[src/rtl/comm_pkg.sv]
// Shared definitions for the I/Q mapping framer: mode codes, FSM encoding,
// and a constant log2 helper used to size counters.
package comm_pkg;

  localparam logic MODE_BPSK = 1'b0;
  localparam logic MODE_QPSK = 1'b1;

  typedef enum logic [1:0] {
    ST_IDLE = 2'd0,
    ST_RUN  = 2'd1,
    ST_HOLD = 2'd2
  } state_t;

  // floor(log2(n)); exact for the power-of-two frame sizes used here
  function automatic int log2_int(input int n);
    int r;
    r = 0;
    for (int i = 0; i < 31; i++) begin
      if ((1 << i) <= n) r = i;
    end
    return r;
  endfunction

endpackage

[src/rtl/iq_symbol_map.sv]
// Combinational constellation mapper: BPSK uses bit0 on I only, QPSK uses
// bit0 on I and bit1 on Q. Each bit selects +AMP (1) or -AMP (0).
module iq_symbol_map
  import comm_pkg::*;
#(
  parameter int WIDTH = 11,
  parameter int AMP   = 256
) (
  input  logic                    mode_i,
  input  logic [1:0]              bits_i,
  output logic signed [WIDTH-1:0] xr_o,
  output logic signed [WIDTH-1:0] xi_o
);

  localparam logic signed [WIDTH-1:0] POS = WIDTH'(AMP);
  localparam logic signed [WIDTH-1:0] NEG = WIDTH'(-AMP);

  // map the bit pair to signed I/Q levels; Q stays zero in BPSK
  always_comb begin
    xr_o = bits_i[0] ? POS : NEG;
    xi_o = '0;
    if (mode_i == MODE_QPSK) xi_o = bits_i[1] ? POS : NEG;
  end

endmodule

[src/rtl/comm_map_framer.sv]
// Pops words from a FWFT FIFO, maps them LSB-first to BPSK/QPSK samples and
// emits gapless FFT_N-sample frames with sof/eof. Downstream ready is only
// consulted at frame boundaries so a frame is never split.
//
// state | meaning
// IDLE  | no word held, waiting for !empty && ready_i
// RUN   | emitting one sample per cycle
// HOLD  | between frames, waiting for ready_i (word may be partly consumed)
//
// The shift register LSBs always hold the most recently emitted sample, so the
// next sample comes either from din (load) or from the register shifted by one
// symbol. Output registers are fed from the next-state shift register to give
// one cycle load-to-sample latency.
module comm_map_framer
  import comm_pkg::*;
#(
  parameter int DIN_W = 128,
  parameter int FFT_N = 64,
  parameter int WIDTH = 11,
  parameter int AMP   = 256
) (
  input  logic                    CLK,
  input  logic                    RST,
  output logic                    rd_en,
  input  logic [DIN_W-1:0]        din,
  input  logic                    empty,
  input  logic                    mode,
  input  logic                    ready_i,
  output logic signed [WIDTH-1:0] xr,
  output logic signed [WIDTH-1:0] xi,
  output logic                    valid_o,
  output logic                    sof,
  output logic                    eof,
  output logic                    busy
);

  localparam int CNT_W = (log2_int(FFT_N) < 1) ? 1 : log2_int(FFT_N);
  localparam int WL_W  = $clog2(DIN_W);
  localparam logic [CNT_W-1:0] CNT_LAST = CNT_W'(FFT_N - 1);
  localparam logic [WL_W-1:0]  WL_BPSK  = WL_W'(DIN_W - 1);
  localparam logic [WL_W-1:0]  WL_QPSK  = WL_W'(DIN_W / 2 - 1);

  state_t                  state_q, state_d;
  logic [DIN_W-1:0]        shreg_q, shreg_d;
  logic                    mode_q, mode_d;
  logic [CNT_W-1:0]        samp_cnt_q, samp_cnt_d;
  logic [WL_W-1:0]         word_left_q, word_left_d;
  logic signed [WIDTH-1:0] xr_q, xr_d, xi_q, xi_d;
  logic signed [WIDTH-1:0] map_xr, map_xi;
  logic                    valid_q, valid_d, sof_q, sof_d, eof_q, eof_d;
  logic                    word_done, at_eof, load, emit;

  assign word_done = (word_left_q == '0);
  assign at_eof    = valid_q && (samp_cnt_q == CNT_LAST);
  assign load      = !empty && ready_i &&
                     ((state_q == ST_IDLE) ||
                      (state_q == ST_HOLD && word_done) ||
                      (state_q == ST_RUN && at_eof && word_done));
  assign emit      = (state_d == ST_RUN);

  // FSM state register
  always_ff @(posedge CLK or negedge RST) begin
    if (!RST) state_q <= ST_IDLE;
    else      state_q <= state_d;
  end

  // FSM next-state: frame boundaries decide between continuing, holding and idling
  always_comb begin
    state_d = state_q;
    unique case (state_q)
      ST_IDLE: if (load) state_d = ST_RUN;
      ST_RUN: begin
        if (at_eof) begin
          if (!word_done)              state_d = ready_i ? ST_RUN : ST_HOLD;
          else if (load)               state_d = ST_RUN;
          else if (!ready_i && !empty) state_d = ST_HOLD;
          else                         state_d = ST_IDLE;
        end
      end
      ST_HOLD: begin
        if (!word_done) begin
          if (ready_i) state_d = ST_RUN;
        end else if (load) begin
          state_d = ST_RUN;
        end else if (ready_i && empty) begin
          state_d = ST_IDLE;
        end
      end
      default: state_d = ST_IDLE;
    endcase
  end

  // word datapath next-state: capture on load, otherwise shift one symbol per emitted sample
  always_comb begin
    shreg_d     = shreg_q;
    mode_d      = mode_q;
    word_left_d = word_left_q;
    if (load) begin
      shreg_d     = din;
      mode_d      = mode;
      word_left_d = (mode == MODE_QPSK) ? WL_QPSK : WL_BPSK;
    end else if (emit) begin
      shreg_d     = (mode_q == MODE_QPSK) ? (shreg_q >> 2) : (shreg_q >> 1);
      word_left_d = word_left_q - 1'b1;
    end
  end

  iq_symbol_map #(
    .WIDTH (WIDTH),
    .AMP   (AMP)
  ) u_map (
    .mode_i (mode_d),
    .bits_i (shreg_d[1:0]),
    .xr_o   (map_xr),
    .xi_o   (map_xi)
  );

  // FSM outputs: rd_en plus next values of the registered sample/marker outputs
  always_comb begin
    rd_en      = load;
    valid_d    = emit;
    samp_cnt_d = samp_cnt_q;
    if (emit) samp_cnt_d = (valid_q && !at_eof) ? samp_cnt_q + 1'b1 : '0;
    sof_d      = emit && (samp_cnt_d == '0);
    eof_d      = emit && (samp_cnt_d == CNT_LAST);
    xr_d       = emit ? map_xr : '0;
    xi_d       = emit ? map_xi : '0;
  end

  // datapath and output registers; reset discards any held word
  always_ff @(posedge CLK or negedge RST) begin
    if (!RST) begin
      shreg_q     <= '0;
      mode_q      <= MODE_BPSK;
      samp_cnt_q  <= '0;
      word_left_q <= '0;
      xr_q        <= '0;
      xi_q        <= '0;
      valid_q     <= 1'b0;
      sof_q       <= 1'b0;
      eof_q       <= 1'b0;
    end else begin
      shreg_q     <= shreg_d;
      mode_q      <= mode_d;
      samp_cnt_q  <= samp_cnt_d;
      word_left_q <= word_left_d;
      xr_q        <= xr_d;
      xi_q        <= xi_d;
      valid_q     <= valid_d;
      sof_q       <= sof_d;
      eof_q       <= eof_d;
    end
  end

  assign xr      = xr_q;
  assign xi      = xi_q;
  assign valid_o = valid_q;
  assign sof     = sof_q;
  assign eof     = eof_q;
  assign busy    = (state_q != ST_IDLE);

endmodule

[config.mk]
export PLATFORM = sky130hd
export DESIGN_NAME = comm_map_framer
export DESIGN_NICKNAME = d
export VERILOG_FILES = /design/src/rtl/comm_pkg.sv /design/src/rtl/iq_symbol_map.sv /design/src/rtl/comm_map_framer.sv
export SDC_FILE = /design/constraint.sdc
export NUM_CORES = 1
export LEC_CHECK = 0
export CAP_MARGIN = 10
export CORE_UTILIZATION = 43
export DETAILED_ROUTE_END_ITERATION = 8
export PLACE_DENSITY = 0.71
export SETUP_SLACK_MARGIN = 0.05
export SYNTH_ARGS = -nofsm -noshare
export SYNTH_HDL_FRONTEND = slang
export SYNTH_SLANG_ARGS = --single-unit
[constraint.sdc]
create_clock -name CLK -period 3.05 [get_ports CLK]
set_input_delay 0.4575 -clock CLK [delete_from_list [all_inputs] [get_ports CLK]]
set_output_delay 0.4575 -clock CLK [all_outputs]
set_load 0.02 [all_outputs]
==> flow_metrics.py <==
metrics = {
    "floorplan": {
        "start_util": 0.438,
        "die_h_um": 140,
        "core_area_mm2": 0.0186,
        "die_area_mm2": 0.0195,
        "die_w_um": 140,
        "io_pins": 160,
        "placementRows": 50,
    },
    "clocking": {
        "cts_root_buf": "clkbuf_16",
        "clk_pin_slew_ps": 60,
        "cts_buffers": 17,
        "cts_tree": "built",
        "clk-insertion-delay-late_ps": 430,
        "clock_sinks": 149,
        "cts-hold-fix-buffers": 0,
        "cts.path.max_buffers": 2,
        "h-tree-depth": 4,
        "postCtsSetupRepairBufs": 0,
    },
    "routing": {
        "wl_per_cell_um": 18.7,
        "post_drt_via_cell_ratio": 6.09,
        "drtAntennaViolNets": 0,
        "drcViolationCount": 0,
        "routed_wl_um": 20200,
        "num_vias": 6567,
        "drt_iter0_drc": 476,
        "dr.pass1.iters": 5,
    },
    "timing": {
        "max_freq_mhz": 349,
        "final_hold_viol_count": 0,
        "setup-tns-final_ps": 0,
        "layout_min_cycle_time_ps": 2860,
        "final-setup-viol-count": 0,
        "slew_viol_final": 0,
        "grt_setup_unrepaired": "false",
        "slew_headroom": 0.483,
        "worstMarginPinSlew_ps": 775,
        "whs_ps": 14.9,
        "final.period_utilization": 0.939,
        "fin_skew_ps": 8.08,
    },
    "power_and_ir_drop": {
        "peakVddDrop_mv": 0.412,
        "p_leak_uw": 0.00381,
        "power_density_mw_per_mm2": 680,
    },
    "worst_setup_path": {
        "start_kind": "flop",
        "critPathSlowestCell": "or3_1",
        "cp_data_arrival_time_ps": 2410,
        "end_kind": "output port",
        "path_max_fanout": 7,
        "slowest_delay_ps": 440,
        "required_ps": 2590,
        "path_class": "flop to output port",
        "crit_chain": "ha_2, nand3_1, or3_1, o22ai_4, nand2_1, inv_1, clkdlybuf4s15_1",
    },
    "yosys": {
        "ys_ff_latch": 149,
        "ys_warn_count": 0,
        "ys_seq_area_frac": 0.457,
        "syn_inst": 733,
        "synthArstFlopShare": 1.00,
        "synth_cell_type_count": 48,
        "synth_area_mm2": 0.00817,
        "syn_avg_cell_area_um2": 11.1,
        "synth-edff-count": 0,
        "ys.flop_type": "dfrtp_1",
    },
    "finish": {
        "drive_gt1_frac": 0.129,
        "regArea_mm2": 0.00373,
        "n_fill_cell": 1617,
        "final_nets": 967,
        "n_antenna_cell": 0,
        "area_growth_syn_to_layout_pct": 25.4,
        "multi_input_area_mm2": 0.00392,
        "fin_cells": 1079,
    },
    "global_route": {
        "grt_max_degree": 144,
        "grt_pass1_vias": 6303,
        "grt_antenna_before_repair": 0,
        "overflow": 0,
        "grt_pass1_wl_um": 32900,
        "grt_use_total": 0.209,
    },
    "hold_path": {
        "hold_path_class": "primary input to async pin",
    },
    "place": {
        "gp_congestion": 0.829,
        "io_buffers": 143,
        "dp.cells": 1047,
        "hpwl_um": 12000,
    },
    "run_status": {
        "status": "finished clean",
    },
    "job": {
        "drv_cap": 0,
    },
}
[flip-flops by register name, indices dropped and copies added, names as in the netlist]
name / flops
shreg_q: 127
xr: 2
samp_cnt_q: 6
eof: 1
mode_q: 1
word_left_q: 7
xi: 2
state_q: 2
sof: 1
[where the power goes]
part | leakage [uW] | internal [uW] | switching [uW]
logic | 0.00161 | 856 | 764
clock network | 0.000290 | 1310 | 841
registers | 0.00192 | 2600 | 587
total | 0.00381 | 4770 | 2190
[kinds of logic after synthesis]
logic type / synth area share
buffers and inverters: 0.0729
AOI/OAI and AO/OA: 0.270
adders and majority gates: 0.00306
muxes: 0.153
and+or+nand+nor: 0.0366
DFF: 0.457
other: 0.000459
xor gates and xnor gates: 0.00644
[metrics by stage]
step | utilization | cell area, um^2 | worst slack, ps | power (uW)
2_1_floorplan | - | 8220 | 868 | 4260
3_3_place_gp | 0.517 | 9630 | 335 | 4770
3_5_place_dp | 0.517 | 9630 | 263 | 4830
4_1_cts | 0.549 | 10200 | 138 | 7030
5_1_grt | 0.549 | 10200 | 58.3 | 7360
6_report | 0.549 | 10200 | 185 | 6960
[worst max-delay path, delay by kind of cell (launching register included)]
family,cells,cell delay (ps)
AND/OR/NAND/NOR,3,690
flip-flops,1,430
buffers and inverters,2,390
adder cells (fa/ha/maj),1,270
AO/OA/AOI/OAI,1,200
[layout by cell type, fill, tap and decap left out, types with 2 or more instances in the layout]
cell type	synthesis	final
clkinv_2	0	3
o21ai_2	50	50
nor2b_1	2	2
xnor2_1	2	2
a31oi_1	2	2
o31ai_1	8	8
nand2b_1	3	3
conb_1	1	16
and3_1	4	4
o21ai_0	85	85
a32oi_1	125	125
clkinvlp_4	0	2
nor3_1	6	6
buf_12	6	9
mux2i_1	124	124
bufinv_16	0	3
nand4b_1	2	2
clkbuf_1	36	2
nor2_1	5	4
clkbuf_16	0	17
clkinv_4	0	4
clkdlybuf4s50_1	0	141
dfrtp_1	149	148
and2_1	3	3
buf_4	20	7
inv_1	7	7
a211oi_1	4	4
a21oi_1	8	8
xor2_1	4	4
nand2_1	16	16
nand3_1	7	7
[path summary, 6_finish.rpt]
path	start	end	slack (ps)	depth (start not counted)
setup reg to reg	samp_cnt_q[0]	shreg_q[77]	340	7
hold / removal	RST	shreg_q[109]	10	1
hold reg to reg	shreg_q[46]	shreg_q[46]	520	2
max in group asynchronous	RST	shreg_q[74]	2220	2
min in group CLK	shreg_q[46]	shreg_q[46]	520	2
setup / recovery	samp_cnt_q[0]	rd_en	190	7
[cell type report]
class / instances / area share
clock buffers: 20 / 0.0436
clock inverters: 12 / 0.0152
inverters: 8 / 0.00293
multi-input cells: 497 / 0.382
flip-flops and latches: 149 / 0.365
well taps: 234 / 0.0286
repair buffers: 159 / 0.163
[routing by layer]
metal,global-route usage,up-vias,part of all wire,wire length [um]
li1,-,3056,-,-
met1,0.299,3298,0.47,9440
met2,0.316,190,0.47,9510
met3,0.0416,23,0.050,1010
met4,0.0682,0,0.014,274
met5,0,-,0,0
[cells in the mapped netlist, drive strengths merged (4+ instances only)]
master  instances  area share
nor2            5      0.0023
buf            51       0.048
and3            4      0.0031
nand2          16      0.0074
o31ai           8      0.0074
nand3           7      0.0043
inv             8      0.0037
a211oi          4      0.0037
clkbuf         43       0.021
mux2i         124        0.15
nor3            7      0.0057
a21oi           8      0.0049
dfrtp         149        0.46
a32oi         125        0.13
xor2            4      0.0043
o21ai         137        0.11
[timing repair]
item,CTS,global route
gates resized for setup,2,1
endpoints found under the setup margin,1,1
hold endpoints to repair,0,0
gates cloned,0,0
Note: power is estimated with default switching activity, not from simulation.
